<file path="src/rtl/boot_loader.sv">
// Boot loader: holds the cpu in reset, streams a length-prefixed,
// checksummed program image into RAM as halfwords, then releases the
// cpu and hands the RAM port straight through to it.

// One RAM byte lane: selects between the cpu port and the loader's
// registered write.
module boot_loader_lane (
  input  logic       sel_cpu,
  input  logic [7:0] cpu_di,
  input  logic       cpu_we,
  input  logic [7:0] ldr_di,
  input  logic       ldr_we,
  output logic [7:0] mem_di,
  output logic       mem_we
);
  assign mem_di = sel_cpu ? cpu_di : ldr_di;
  assign mem_we = sel_cpu ? cpu_we : ldr_we;
endmodule

module boot_loader #(
  parameter int MEM_DEPTH  = 2**12,
  localparam int ADDR_WIDTH = $clog2(MEM_DEPTH*2)
) (
  input  logic                  clk,
  input  logic                  rst,
  input  logic                  i_start,
  input  logic                  i_bypass,
  input  logic [7:0]            i_byte,
  input  logic                  i_byte_valid,
  output logic                  o_byte_ready,
  input  logic [0:1][7:0]       i_cpu_mem_di,
  input  logic [ADDR_WIDTH-1:0] i_cpu_mem_addr,
  input  logic                  i_cpu_mem_en,
  input  logic                  i_cpu_mem_rd_en,
  input  logic [0:1]            i_cpu_mem_wr_en,
  output logic [0:1][7:0]       o_mem_di,
  output logic [ADDR_WIDTH-1:0] o_mem_addr,
  output logic                  o_mem_en,
  output logic                  o_mem_rd_en,
  output logic [0:1]            o_mem_wr_en,
  output logic                  o_cpu_rst,
  output logic                  o_busy,
  output logic                  o_done,
  output logic                  o_err
);
  localparam int NUM_LANES = 2;
  localparam int IDX_W     = ADDR_WIDTH - 1;
  // Length is 16 bits on the wire; one extra bit keeps N-1 and the
  // depth limit comparable without wrap.
  localparam logic [16:0] DEPTH_L = 17'(MEM_DEPTH);

  typedef enum logic [2:0] {
    S_IDLE, S_LEN_HI, S_LEN_LO, S_DATA_HI, S_DATA_LO, S_CHK, S_DONE, S_ERR
  } state_t;

  typedef struct packed {
    logic                  en;
    logic [ADDR_WIDTH-1:0] addr;
    logic [0:1][7:0]       di;
  } wr_req_t;

  state_t          state, nxt;
  logic [15:0]     len;
  logic [IDX_W-1:0] idx;
  logic [7:0]      chk;
  logic [7:0]      d0;
  wr_req_t         wr;

  logic        hs;
  logic [16:0] n_full;
  logic        last;

  assign hs     = i_byte_valid & o_byte_ready;
  // Full length as it will be once LEN_LO is accepted this cycle.
  assign n_full = {1'b0, len[15:8], i_byte};
  assign last   = (17'(idx) == ({1'b0, len} - 17'd1));

  // Next-state decode; the register block below owns all state.
  always_comb begin
    nxt = state;
    case (state)
      S_IDLE:    if (i_start) nxt = S_LEN_HI;
                 else if (i_bypass) nxt = S_DONE;
      S_LEN_HI:  if (hs) nxt = S_LEN_LO;
      S_LEN_LO:  if (hs) begin
                   if (n_full > DEPTH_L)    nxt = S_ERR;
                   else if (n_full == '0)   nxt = S_CHK;
                   else                     nxt = S_DATA_HI;
                 end
      S_DATA_HI: if (hs) nxt = S_DATA_LO;
      S_DATA_LO: if (hs) nxt = last ? S_CHK : S_DATA_HI;
      S_CHK:     if (hs) nxt = (i_byte == chk) ? S_DONE : S_ERR;
      S_DONE:    nxt = S_DONE;
      S_ERR:     if (i_start) nxt = S_LEN_HI;
      default:   nxt = S_IDLE;
    endcase
  end

  // FSM state, load datapath, one-cycle write strobe and registered status.
  always_ff @(posedge clk) begin
    if (rst) begin
      state        <= S_IDLE;
      len          <= '0;
      idx          <= '0;
      chk          <= '0;
      d0           <= '0;
      wr           <= '0;
      o_byte_ready <= 1'b0;
      o_busy       <= 1'b0;
      o_done       <= 1'b0;
      o_err        <= 1'b0;
      o_cpu_rst    <= 1'b1;
    end else begin
      state <= nxt;
      wr    <= '0;
      case (state)
        S_IDLE, S_ERR: if (nxt == S_LEN_HI) begin
          len <= '0;
          idx <= '0;
          chk <= '0;
        end
        S_LEN_HI: if (hs) len[15:8] <= i_byte;
        S_LEN_LO: if (hs) begin
          len[7:0] <= i_byte;
          idx      <= '0;
          chk      <= '0;
        end
        S_DATA_HI: if (hs) begin
          d0  <= i_byte;
          chk <= chk ^ i_byte;
        end
        S_DATA_LO: if (hs) begin
          chk     <= chk ^ i_byte;
          wr.en   <= 1'b1;
          wr.addr <= {idx, 1'b0};
          wr.di   <= {d0, i_byte};
          idx     <= idx + 1'b1;
        end
        default: ;
      endcase
      o_byte_ready <= (nxt inside {S_LEN_HI, S_LEN_LO, S_DATA_HI, S_DATA_LO, S_CHK});
      o_busy       <= (nxt inside {S_LEN_HI, S_LEN_LO, S_DATA_HI, S_DATA_LO, S_CHK});
      o_done       <= (nxt == S_DONE);
      o_err        <= (nxt == S_ERR);
      o_cpu_rst    <= (nxt != S_DONE);
    end
  end

  // Once released, the cpu owns the RAM with no added latency.
  assign o_mem_en    = o_done ? i_cpu_mem_en   : wr.en;
  assign o_mem_rd_en = o_done & i_cpu_mem_rd_en;
  assign o_mem_addr  = o_done ? i_cpu_mem_addr : wr.addr;

  for (genvar l = 0; l < NUM_LANES; l++) begin : g_lane
    boot_loader_lane u_lane (
      .sel_cpu (o_done),
      .cpu_di  (i_cpu_mem_di[l]),
      .cpu_we  (i_cpu_mem_wr_en[l]),
      .ldr_di  (wr.di[l]),
      .ldr_we  (wr.en),
      .mem_di  (o_mem_di[l]),
      .mem_we  (o_mem_wr_en[l])
    );
  end
endmodule

</file>
<file path="config.mk">
export PLATFORM = sky130hd
export DESIGN_NAME = boot_loader
export DESIGN_NICKNAME = d
export VERILOG_FILES = /design/src/rtl/boot_loader.sv
export SDC_FILE = /design/constraint.sdc
export NUM_CORES = 1
export LEC_CHECK = 0
export CORE_MARGIN = 2
export CORE_UTILIZATION = 45
export DETAILED_ROUTE_END_ITERATION = 10
export PLACE_DENSITY = 0.71
export SETUP_SLACK_MARGIN = 0.1
export SLEW_MARGIN = 20
export SYNTH_ARGS = -nofsm -noshare
export SYNTH_HDL_FRONTEND = slang
export SYNTH_SLANG_ARGS = --single-unit
</file>
<file path="constraint.sdc">
create_clock -name clk -period 4.9 [get_ports clk]
set_clock_uncertainty 0.2 [all_clocks]
set_input_delay 0.98 -clock clk [delete_from_list [all_inputs] [get_ports clk]]
set_output_delay 0.98 -clock clk [all_outputs]
set_load 0.05 [all_outputs]
</file>
==> results of run 1 <==
-- worst paths after layout --
check,from,to,slack (ns),cells past startpoint
worst max-delay path,len[0],len[0],1.04,11
worst min-delay path,d0[2],wr[10],0.25,1
worst max register to register,len[0],len[0],1.04,11
worst min register to register,d0[2],wr[10],0.25,1
-- cell type report --
cell class / count / area [um^2]
clock buffer: 10 / 137.6
clock inverter: 6 / 51.30
fill: 840 / 3985
inverter: 24 / 90.09
multi-input combinational: 333 / 2331
sequential: 80 / 1602
tap: 111 / 138.9
timing repair buffer: 87 / 860.8
-- critical path, cell delays in order, from the launching register on --
cell	delay, ns
sky130_fd_sc_hd__dfxtp_1	0.38
sky130_fd_sc_hd__inv_1	0.10
sky130_fd_sc_hd__ha_1	0.27
sky130_fd_sc_hd__nor3b_1	0.65
sky130_fd_sc_hd__nand4_1	0.24
sky130_fd_sc_hd__xnor2_1	0.18
sky130_fd_sc_hd__a2111oi_0	0.33
sky130_fd_sc_hd__nand4_1	0.21
sky130_fd_sc_hd__a221o_2	0.51
sky130_fd_sc_hd__nand4b_4	0.17
sky130_fd_sc_hd__nand4b_4	0.26
sky130_fd_sc_hd__o21ai_0	0.26
-- sequential cells by signal, summed over array words and instances, names as in the netlist --
register	flops
chk	8
d0	8
idx	12
len	16
o_busy	1
o_cpu_rst	1
o_done	1
o_err	1
state	3
wr	29
-- cell families (layout without fill, tap and decap cells) --
kind of cell,Yosys count,after routing,share of synthesized area (%)
compound gates,54,54,8.645
xor+xnor,39,39,8.027
fa+ha+maj,2,2,0.5880
buf+inv,55,127,7.733
flops,80,80,37.64
mux,44,44,11.17
simple gates,194,194,26.20
-- power by group through the flow --
| stage | logic [uW] | registers [uW] | clock network, uW |
|---|---|---|---|
| 2_1_floorplan | 498 | 746 | 0 |
| 3_3_place_gp | 605 | 761 | 0 |
| 3_5_place_dp | 615 | 763 | 0 |
| 4_1_cts | 618 | 747 | 468 |
| 5_1_grt | 661 | 757 | 502 |
| 6_report | 617 | 750 | 461 |
-- layer usage --
layer | vias up | wire, um
met5 | - | 0
met4 | 0 | 208
met3 | 15 | 598
met2 | 111 | 4685
met1 | 1623 | 4624
li1 | 1754 | -
-- layout by cell type (no fill, tap or decap), types with 2 or more instances in the layout --
| master | synthesis | routed |
|---|---|---|
| sky130_fd_sc_hd__mux2_2 | 28 | 28 |
| sky130_fd_sc_hd__inv_6 | 0 | 2 |
| sky130_fd_sc_hd__nand2b_1 | 9 | 9 |
| sky130_fd_sc_hd__nor2b_1 | 2 | 2 |
| sky130_fd_sc_hd__buf_4 | 3 | 4 |
| sky130_fd_sc_hd__nand4b_4 | 3 | 3 |
| sky130_fd_sc_hd__nor2_1 | 43 | 43 |
| sky130_fd_sc_hd__nor4_1 | 16 | 15 |
| sky130_fd_sc_hd__nand4b_1 | 2 | 2 |
| sky130_fd_sc_hd__and2_1 | 24 | 24 |
| sky130_fd_sc_hd__and3_2 | 2 | 2 |
| sky130_fd_sc_hd__xor2_1 | 17 | 17 |
| sky130_fd_sc_hd__dfxtp_1 | 80 | 80 |
| sky130_fd_sc_hd__clkinv_4 | 0 | 3 |
| sky130_fd_sc_hd__o2111ai_1 | 2 | 2 |
| sky130_fd_sc_hd__inv_1 | 24 | 24 |
| sky130_fd_sc_hd__o21ai_0 | 23 | 23 |
| sky130_fd_sc_hd__nor3b_1 | 2 | 2 |
| sky130_fd_sc_hd__or4_1 | 2 | 2 |
| sky130_fd_sc_hd__nor4_4 | 2 | 2 |
| sky130_fd_sc_hd__xnor2_1 | 22 | 22 |
| sky130_fd_sc_hd__clkdlybuf4s50_1 | 0 | 83 |
| sky130_fd_sc_hd__and3_1 | 5 | 5 |
| sky130_fd_sc_hd__nand3_1 | 13 | 13 |
| sky130_fd_sc_hd__clkbuf_8 | 5 | 10 |
| sky130_fd_sc_hd__ha_1 | 2 | 2 |
| sky130_fd_sc_hd__nand4_1 | 8 | 8 |
| sky130_fd_sc_hd__nand2_1 | 36 | 36 |
| sky130_fd_sc_hd__a31oi_1 | 6 | 6 |
| sky130_fd_sc_hd__nor3_1 | 16 | 16 |
| sky130_fd_sc_hd__mux2i_1 | 16 | 16 |
| sky130_fd_sc_hd__nor4_2 | 1 | 2 |
| sky130_fd_sc_hd__a21oi_1 | 7 | 7 |
-- metrics by stage --
step,utilization [%],hold slack (ns)
2_1_floorplan,-,0.2291
3_3_place_gp,54.54,0.2442
3_5_place_dp,54.61,0.2436
4_1_cts,56.67,0.2586
5_1_grt,56.67,0.2733
6_report,56.67,0.2499
==> results.yml, run 1 <==
floorplanning:
  die-area_um2: 10250
  effective_utilization_at_floorplan_pct: 46.27
  design.core.area_um2: 9196
  floorplan.die.height_um: 101.2
  io_pins: 84
  die_width_um: 101.2
  placementRows: 35
routing:
  vias: 3503
  drt-initial-drc-count: 221
  detail_route.drc_violations: 0
  count_of_nets_left_with_antenna_violations_after_detail_routing: 0
  drtPass1Iterations: 4
  viasPerCell: 5.381
  routedWlPerCell_um: 15.54
  total_detailed_routing_wirelength_mm: 10.12
timing:
  timing.final.setup_violations: 0
  post-route-period-util_pct: 78.74
  timing.max_slew.rel_slack_pct: 49.35
  hold_violations: 0
  drv_slew: 0
  postLayoutSetupSlackWorst_ns: 1.042
  setup_total_negative_slack_ns: 0
  clock.fmax_mhz: 259.2
  period_needed_ns: 3.858
  worst_pin_slew_ns: 0.7535
  rsz0062_at_grt: "no"
pwr:
  internal_power_uw: 1134
  p_clk_share_pct: 25.2
  seq_power_share_pct: 41.0
  power_frac_comb_pct: 33.8
  p_switching_uw: 693.5
  peakVddDrop_mv: 0.2876
  finalPower_uw: 1827
  power-per-cell-area_nw_per_um2: 350.6
  p_sw_share_pct: 37.96
  cellLeakagePower_uw: 0.001981
yosys:
  seq_area_frac_synth_pct: 37.64
  primary_flip_flop_cell_chosen_by_synthesis_mapping: "sky130_fd_sc_hd__dfxtp_1"
  synthesis.yosys.warnings: 0
  yosysTopAreaCellShare_pct: 37.64
  synthMostInstantiatedCell: "sky130_fd_sc_hd__dfxtp_1"
  synth.area.top_cells: "sky130_fd_sc_hd__dfxtp_1 (38%), sky130_fd_sc_hd__mux2_2 (7.4%), sky130_fd_sc_hd__xnor2_1 (4.5%)"
  syn-num-nets: 516
  synthCells: 468
  synthDistinctLibCells: 58
  ys_seq_elements: 80
  async_flop_share_pct: 0
  netlist.top_cell.by_area: "sky130_fd_sc_hd__dfxtp_1"
  synth_edf_count: 0
  synth_area_um2: 4255
  synth_area_per_inst_um2: 9.093
  synth_top_cells_by_count: "sky130_fd_sc_hd__dfxtp_1 (80), sky130_fd_sc_hd__nor2_1 (43), sky130_fd_sc_hd__nand2_1 (36)"
global_route:
  met2_usage_pct: 32.30
  grt-ovfl-total: 0
  grt_first_pass_wirelength_mm: 16.30
  globalRouteMet1Util_pct: 26.37
  grt_use_met3_pct: 3.934
  grt_start_max_net_pins: 39
  grtUsageTotal_pct: 19.96
  antenna_found_initial: 0
  gr-max-usage-layer: "met2"
  via_count_of_the_first_global_routing_pass: 3350
setup_path:
  worstSetupEndpointType: "flip-flop"
  worst_setup_path_start_kind: "flip-flop"
  criticalPathCategory: "reg2reg"
  worstPathMaxFanout: 19
  cp_data_required_time_ns: 4.97
  timing.critical_path.arrival_ns: 3.93
min_path:
  timing.hold.worst.class: "reg2reg"
cts:
  cts_root_buf: "sky130_fd_sc_hd__clkbuf_8"
  clk_sink_count: 80
  cts_inserted_buffers: 9
  cts_max_level: 3
  clock_path_buffers: 2
  clock_insertion_delay_worst_skew_ns: 0.35
  clk_pin_slew_ns: 0.09
  post_cts.repair.setup_buffers: 0
  cts.repair.resized: 0
  ctsHoldBuffers: 0
  clock_tree_from_tritoncts: "built"
place:
  detailed_place_hpwl_mm: 7.436
  post-place-cells: 635
  dpl-instance-area_um2: 5022
  place.port_buffers: 83
  placement.setup.worst_slack_ns: 0.9393
  gp_routability_congestion: 0.9494
cells_and_area:
  layoutNonFillerInstCount: 651
  diodes: 0
  area_growth_syn_to_layout_pct: 22.46
  postLayoutCellArea_um2: 5211
  drive_gt1_share_pct: 12.04
  nNetsFinal: 583
run:
  drv_cap: 0
run_status:
  run_status: "finished clean"
Note: power is estimated with default switching activity, not from simulation.
==> run 2, diff against run 1 <==
- PLACE_DENSITY: 0.71 -> 0.74
- clock period: 4.9 -> 3.1 ns (I/O delays scaled with it)
==> run 2 against run 1 <==
Effect of this change:
- cell count up 8.0%
- sequential share of layout area down 3.3 points
- global-route usage up 1.9 points
- critical endpoint is now len[10]
- die area unchanged
==> results.yml, run 2 (same netlist as run 1, synthesis figures left out) <==
run_status:
  run_status: "finished clean"
floorplanning:
  design.core.area_um2: 9196
  placementRows: 35
  die-area_um2: 10250
  die_width_um: 101.2
  floorplan.die.height_um: 101.2
  effective_utilization_at_floorplan_pct: 46.27
  io_pins: 84
setup_path:
  worstPathMaxFanout: 8
  cp_data_required_time_ns: 3.18
  worst_setup_path_start_kind: "flip-flop"
  timing.critical_path.arrival_ns: 3.16
  worstSetupEndpointType: "flip-flop"
  criticalPathCategory: "reg2reg"
timing:
  drv_slew: 0
  period_needed_ns: 3.084
  timing.final.setup_violations: 0
  postLayoutSetupSlackWorst_ns: 0.01562
  timing.max_slew.rel_slack_pct: 56.66
  worst_pin_slew_ns: 0.6492
  clock.fmax_mhz: 324.2
  post-route-period-util_pct: 99.50
  rsz0062_at_grt: "yes"
  hold_violations: 0
  worst_hold_slack_ns: 0.2540
cts:
  cts_max_level: 3
  ctsHoldBuffers: 0
  clk_sink_count: 80
  clock_insertion_delay_worst_skew_ns: 0.36
  clock_tree_from_tritoncts: "built"
  cts_root_buf: "sky130_fd_sc_hd__clkbuf_8"
  clock_path_buffers: 2
  cts_inserted_buffers: 9
  clk_pin_slew_ns: 0.09
place:
  placement.setup.worst_slack_ns: -0.1978
  dpl-instance-area_um2: 5336
  place.port_buffers: 83
  detailed_place_hpwl_mm: 7.951
  gp_routability_congestion: 0.8987
cells_and_area:
  top_regs: "wr x29, len x16, idx x12"
  top_register: "wr"
  area_growth_syn_to_layout_pct: 37.72
  postLayoutCellArea_um2: 5861
  final_common_cell: "sky130_fd_sc_hd__buf_4"
  final_core_utilization_pct: 63.73
  diodes: 0
  layout_common_cells: "sky130_fd_sc_hd__buf_4 (83), sky130_fd_sc_hd__dfxtp_1 (77), sky130_fd_sc_hd__clkdlybuf4s50_1 (49), sky130_fd_sc_hd__nor2_1 (40), sky130_fd_sc_hd__nand2_1 (36)"
  largest_register_ffs: 29
  drive_gt1_share_pct: 30.57
  nNetsFinal: 636
routing:
  count_of_nets_left_with_antenna_violations_after_detail_routing: 0
  routedWlPerCell_um: 16.05
  drtPass1Iterations: 5
  detail_route.drc_violations: 0
  total_detailed_routing_wirelength_mm: 11.28
  drt-initial-drc-count: 176
  viasPerCell: 5.452
  vias: 3833
global_route:
  grt_start_max_net_pins: 39
  antenna_found_initial: 0
  grt_first_pass_wirelength_mm: 17.54
  grtUsageTotal_pct: 21.85
  grt-ovfl-total: 0
  via_count_of_the_first_global_routing_pass: 3634
pwr:
  cellLeakagePower_uw: 0.002397
  power-per-cell-area_nw_per_um2: 576.5
  peakVddDrop_mv: 0.6165
min_path:
  timing.hold.worst.class: "reg2reg"
run:
  drv_cap: 0
[run 2: cell count changes in the layout (fill, tap and decap cells not counted), sizes merged]
cell / before / now
clkbuf: 10 / 9
inv: 26 / 25
clkinv: 3 / 2
buf: 4 / 89
bufinv: 0 / 3
nand4b: 6 / 8
clkinvlp: 1 / 0
clkdlybuf4s50: 83 / 49
[run 2: power breakdown]
part           switching [uW]  total [uW]  internal, uW
sequential               82.4        1160          1080
clock                     387         922           536
combinational             724        1300           572
[run 2: stage by stage]
stage	TNS [ns]	std cells	total power, uW
floorplan	0	468	1969
global placement	-1.709	683	2287
detailed placement	-4.167	683	2307
CTS	0	701	3301
global route	-2.188	703	3522
finish	0	703	3379
[run 2: worst max-delay path: stages (launching register included)]
cell                        delay [ns]
sky130_fd_sc_hd__dfxtp_2          0.34
sky130_fd_sc_hd__buf_6            0.12
sky130_fd_sc_hd__or4_4            0.55
sky130_fd_sc_hd__nor4_4           0.30
sky130_fd_sc_hd__a22oi_2          0.08
sky130_fd_sc_hd__a2bb2oi_2        0.16
sky130_fd_sc_hd__nand4_1          0.21
sky130_fd_sc_hd__a221o_2          0.45
sky130_fd_sc_hd__nand4b_4         0.18
sky130_fd_sc_hd__nand3_4          0.19
sky130_fd_sc_hd__mux2i_1          0.22
[run 2: area by class of cell]
| type | instances | area (um^2) |
|---|---|---|
| fillers | 746 | 3336 |
| multi-input cells | 335 | 2570 |
| flip-flops and latches | 80 | 1605 |
| repair buffers | 138 | 1216 |
| well taps | 111 | 138.9 |
| clock buffers | 9 | 123.9 |
| clock inverters | 6 | 116.4 |
| inverters | 24 | 90.09 |
[run 2: metal layers]
| layer | share of wire (%) | track usage (%) | routed length (um) | up-vias |
|---|---|---|---|---|
| met3 | 7.4 | 4.900 | 832 | 32 |
| met4 | 2.9 | 10.29 | 332 | 0 |
| met2 | 47 | 35.35 | 5340 | 159 |
| li1 | - | - | - | 1869 |
| met5 | 0 | 0 | 0 | - |
| met1 | 42 | 27.69 | 4777 | 1773 |
[run 2: what timing repair did]
item	CTS	global route
gates cloned	1	1
setup buffers	2	1
endpoints found under the setup margin	39	40
endpoints found under the hold margin	0	0
pin swaps	10	15
gates resized for setup	24	32
[run 2: path summary, 6_finish.rpt]
| path | startpoint | end | slack [ns] | cells past startpoint |
|---|---|---|---|---|
| setup reg to reg | len[1] | len[10] | 0.02 | 10 |
| setup / recovery | len[1] | len[10] | 0.02 | 10 |
| hold / removal | d0[6] | wr[14] | 0.25 | 1 |
| hold reg to reg | d0[6] | wr[14] | 0.25 | 1 |
